**src/rtl/and_inv_tree_pipe.sv**
```systemverilog
// and_inv_tree_pipe: pipelined AND tree with per-group inversion mask and valid/ready flow control.
// Define AND_INV_TREE_HIT_CNT_EN to enable the saturating hit counter on hit_cnt.
module and_inv_tree_pipe #(
  parameter int N_IN = 8,
  parameter int GROUP = 4,
  parameter int STAGE_GAP = 1
) (
  input  logic                    clk,
  input  logic                    rst,
  input  logic                    in_valid,
  output logic                    in_ready,
  input  logic [N_IN-1:0]         pi,
  input  logic                    mask_we,
  input  logic [N_IN/GROUP-1:0]   mask_in,
  output logic                    out_valid,
  input  logic                    out_ready,
  output logic                    po,
  output logic [15:0]             hit_cnt
);
  localparam int NG = N_IN / GROUP;
  localparam int L = $clog2(N_IN);
  localparam int GL = $clog2(GROUP);
  logic [NG-1:0] inv_mask_q;
  logic [2*N_IN-2:0] t;
  logic [L:0] vl;
  logic [GL:0][NG-1:0] m_lv;
  assign in_ready = ~(out_valid & ~out_ready);
  always_ff @(posedge clk)
    if (rst) inv_mask_q <= '0;
    else if (mask_we) inv_mask_q <= mask_in;
  assign vl[0] = in_valid & in_ready;
  assign m_lv[0] = inv_mask_q;
  // t packs every tree level back to back: level l occupies N_IN>>l bits at offset 2*N_IN - 2*(N_IN>>l)
  genvar l, j;
  for (l = 0; l <= L; l++) begin : g_lv
    localparam int W = N_IN >> l;
    localparam int OFF = 2*N_IN - 2*W;
    localparam bit R = (l > 0) && ((l % STAGE_GAP == 0) || (l == L));
    logic [W-1:0] a, x_d;
    if (l == 0) begin : g_leaf
      assign a = pi;
    end else begin : g_and
      for (j = 0; j < W; j++) begin : g_b
        assign a[j] = t[OFF - 2*W + 2*j] & t[OFF - 2*W + 2*j + 1];
      end
    end
    if (l == GL) begin : g_inv
      assign x_d = a ^ m_lv[GL];
    end else begin : g_pass
      assign x_d = a;
    end
    if (R) begin : g_reg
      logic [W-1:0] x_q;
      logic v_q;
      always_ff @(posedge clk)
        if (rst) begin
          x_q <= '0;
          v_q <= 1'b0;
        end else if (in_ready) begin
          x_q <= x_d;
          v_q <= vl[l-1];
        end
      assign t[OFF +: W] = x_q;
      assign vl[l] = v_q;
    end else begin : g_comb
      assign t[OFF +: W] = x_d;
      if (l > 0) begin : g_v
        assign vl[l] = vl[l-1];
      end
    end
    // mask bits ride along with the beat until the inversion level consumes them
    if (l < GL) begin : g_m
      if (R) begin : g_mr
        logic [NG-1:0] m_q;
        always_ff @(posedge clk)
          if (rst) m_q <= '0;
          else if (in_ready) m_q <= m_lv[l];
        assign m_lv[l+1] = m_q;
      end else begin : g_mc
        assign m_lv[l+1] = m_lv[l];
      end
    end
  end
  assign out_valid = vl[L];
  assign po = t[2*N_IN-2];
`ifdef AND_INV_TREE_HIT_CNT_EN
  logic [15:0] hit_q;
  always_ff @(posedge clk)
    if (rst) hit_q <= '0;
    else if (out_valid & out_ready & po & ~&hit_q) hit_q <= hit_q + 16'd1;
  assign hit_cnt = hit_q;
`else
  assign hit_cnt = 16'h0000;
`endif
endmodule

```
**config.mk**
```make
export PLATFORM = sky130hd
export DESIGN_NAME = and_inv_tree_pipe
export DESIGN_NICKNAME = d
export VERILOG_FILES = /design/src/rtl/and_inv_tree_pipe.sv
export SDC_FILE = /design/constraint.sdc
export NUM_CORES = 1
export LEC_CHECK = 0
export ABC_AREA = 1
export CORE_MARGIN = 5
export CORE_UTILIZATION = 37
export CTS_BUF_LIST = sky130_fd_sc_hd__clkbuf_8
export DETAILED_ROUTE_END_ITERATION = 12
export HOLD_SLACK_MARGIN = 0.02
export PLACE_DENSITY_LB_ADDON = 0.05
export SYNTH_ARGS = -nofsm -noshare
export SYNTH_HDL_FRONTEND = slang
export SYNTH_SLANG_ARGS = --single-unit
export TNS_END_PERCENT = 100
```
**constraint.sdc**
```tcl
create_clock -name clk -period 0.8 [get_ports clk]
set_input_delay 0.24 -clock clk [delete_from_list [all_inputs] [get_ports clk]]
set_output_delay 0.24 -clock clk [all_outputs]
set_load 0.02 [all_outputs]
```
==> flow_summary.yaml <==
status:
  status: "finished with violations"
  violations: "setup timing"
worst_setup_path:
  worstPathRequired_ns: 0.56
  path_cells: "nand2_4 > buf_6"
  slowest_stage: "dfxtp_4"
  cp_slowest_stage_delay_ns: 0.36
  crit_arrival_ns: 0.77
  cp_max_fo: 3
  critical_path_class: "register to output pin"
  startpoint_type: "register"
  cp-end-kind: "output pin"
drt:
  final_antenna_net_count: 0
  wire_per_inst_microns: 9.43
  wirelength_microns: 1350
  viasPerCell: 4.13
  dr.pass1.iters: 4
  drt_iter0_drc: 8
  route.detailed.drc: 0
  vias: 591
power:
  p_sw_share_pct: 26.1
  vdd_drop_max_mv: 1.14
  p_switching_mw: 0.468
  p_int_mw: 1.33
  power_leakage_nw: 0.448
  pwr-share-clk_pct: 37.8
  cellPowerDensity_nw_per_um2: 1710
  seq_power_share_pct: 43.0
  pwr-share-comb_pct: 19.1
  p_total_mw: 1.80
die:
  start_util_pct: 37.8
  core.rowCount: 16
  die_area_sq_um: 2950
  die_h_microns: 54.3
  die_w_microns: 54.3
  io_pins: 34
  coreArea_sq_um: 1920
clocking:
  htreeDepth: 1
  cts-buffers-inserted: 3
  clk_latency_ns: 0.24
  cts_buffer_depth: 2
  hold_buffers: 0
  clkSinkCount: 14
  tritoncts: "done"
  cts-root-buf: "clkbuf_8"
  path_clk_slew_ns: 0.06
place:
  gp_congestion: 0.711
  hpwl_microns: 959
  pre_cts_ws_ns: -0.958
  placed_area_sq_um: 878
  dp_cells: 136
  io_buffer_count: 17
cells_and_area:
  fin_area_sq_um: 1050
  layout.cells.non_filler: 143
  area_delta_synth_final_pct: 44.8
  layout-drive-gt1-share_pct: 38.8
  n_antenna_cell: 0
  postLayoutCoreUtil_pct: 54.7
  nNetsFinal: 132
logic_synthesis:
  synth.avg_cell_area_sq_um: 7.89
  netlist.top_cell.by_area: "dfxtp_1"
  synth_area_leaders: "dfxtp_1, buf_4, o21ai_2, nor2_1, nor2_2"
  ys_types: 16
  netlist_area_sq_um: 726
  synth-seq-area-share_pct: 38.6
  ys_seq_elements: 14
  yosys_warnings: 0
  syn_inst: 92
  netlist.area_leader.share_pct: 38.6
sta:
  final-setup-viol-count: 15
  tns_ns: -2.29
  skew_ns: 0.00115
  fin_crit_sh_pct: 127
  timing.final.crit_period_ns: 1.01
  setup_slack_ns: -0.212
  drv_slew: 0
  timing_hold_violations_final: 0
  holdWs_ns: 0.317
  rsz0062_at_grt: "true"
  max_freq_mhz: 988
global_routing:
  grt_pass1_vias: 598
  antenna_found_initial: 0
  grt_first_pass_wirelength_microns: 2480
  grt.overflow.total: 0
  grt_max_degree: 14
  grtUsageTotal_pct: 11.8
worst_hold_path:
  hold_path.class: "input pin to register"
run:
  cap_violations: 0
## cell usage in the layout (no fill, tap or decap), types with 3 or more instances in the layout
cell type and n:
nand3_1 4, o21ai_0 4, nor2_4 3, nor2_1 7
inv_1 5, clkdlybuf4s50_1 11, a21oi_4 4, clkbuf_8 4
nor2_2 10, nand2_1 8, conb_1 16, o21ai_2 7
buf_4 4, dfxtp_1 12
## sequential cells by signal, indices dropped and copies added, names as in the netlist
signal             flops
inv_mask_q             2
out_valid              1
po                     1
g_lv.g_m.g_mr.m_q      2
g_lv.g_reg.v_q         2
g_lv.g_reg.x_q         6
## Yosys cell counts (all sizes together)
cell type,number
nor2,20
buf,17
dfxtp,14
o21ai,11
nand2,9
inv,8
a21oi,7
nand3,4
clkbuf,1
conb,1
## power groups by stage
stage / clock, mW / combinational [mW] / sequential, mW
4_1_cts: 0.702 / 0.330 / 0.769
3_3_place_gp: 0 / 0.286 / 0.781
2_1_floorplan: 0 / 0.243 / 0.783
6_report: 0.680 / 0.344 / 0.774
3_5_place_dp: 0 / 0.289 / 0.781
5_1_grt: 0.743 / 0.378 / 0.780
## final cells by class
| class | count | area [sq um] |
|---|---|---|
| repair buffers | 23 | 234 |
| well taps | 27 | 33.8 |
| fillers | 203 | 871 |
| inverters | 8 | 33.8 |
| clock buffers | 4 | 55.1 |
| flip-flops and latches | 14 | 285 |
| multi-input cells | 67 | 409 |
## per-layer routing
layer  track usage, %  share of wire [%]  up-vias
met5                0                  0        -
met2             18.3                 48       24
met1             13.9                 40      263
met4             4.98               0.52        0
met3             5.18                 11        2
li1                 -                  -      302
## cells by family (layout without fill, tap and decap cells)
group / after synthesis / count (layout) / synth area share [%]
simple gates: 33 / 33 / 21.6
buf+inv: 26 / 35 / 23.3
compound gates: 18 / 18 / 16.0
flops: 14 / 14 / 38.6
other cells: 1 / 16 / 0.517
## worst paths after layout
path / startpoint / endpoint / slack, ns / depth (start not counted)
max: out_valid / in_ready / -0.21 / 2
min: mask_we / inv_mask_q[1] / 0.32 / 3
max reg2reg: out_valid / po / -0.19 / 6
min reg2reg: g_lv[2].g_reg.v_q / out_valid / 0.48 / 2
## worst max-delay path, delay by kind of cell, from the launching register on
family | cells | cell delay, ns
buffers and inverters | 1 | 0.12
flip-flops | 1 | 0.36
AND/OR/NAND/NOR | 1 | 0.05
## repair_timing
item / 4_1_cts / 5_1_grt
cloned: 0 / 0
resized for setup: 33 / 7
hold endpoints to repair: 0 / 0
buffers inserted: 5 / 1
pin swaps: 2 / 1
setup endpoints to repair: 17 / 17
No activity file was read; power rests on OpenSTA's default activity.
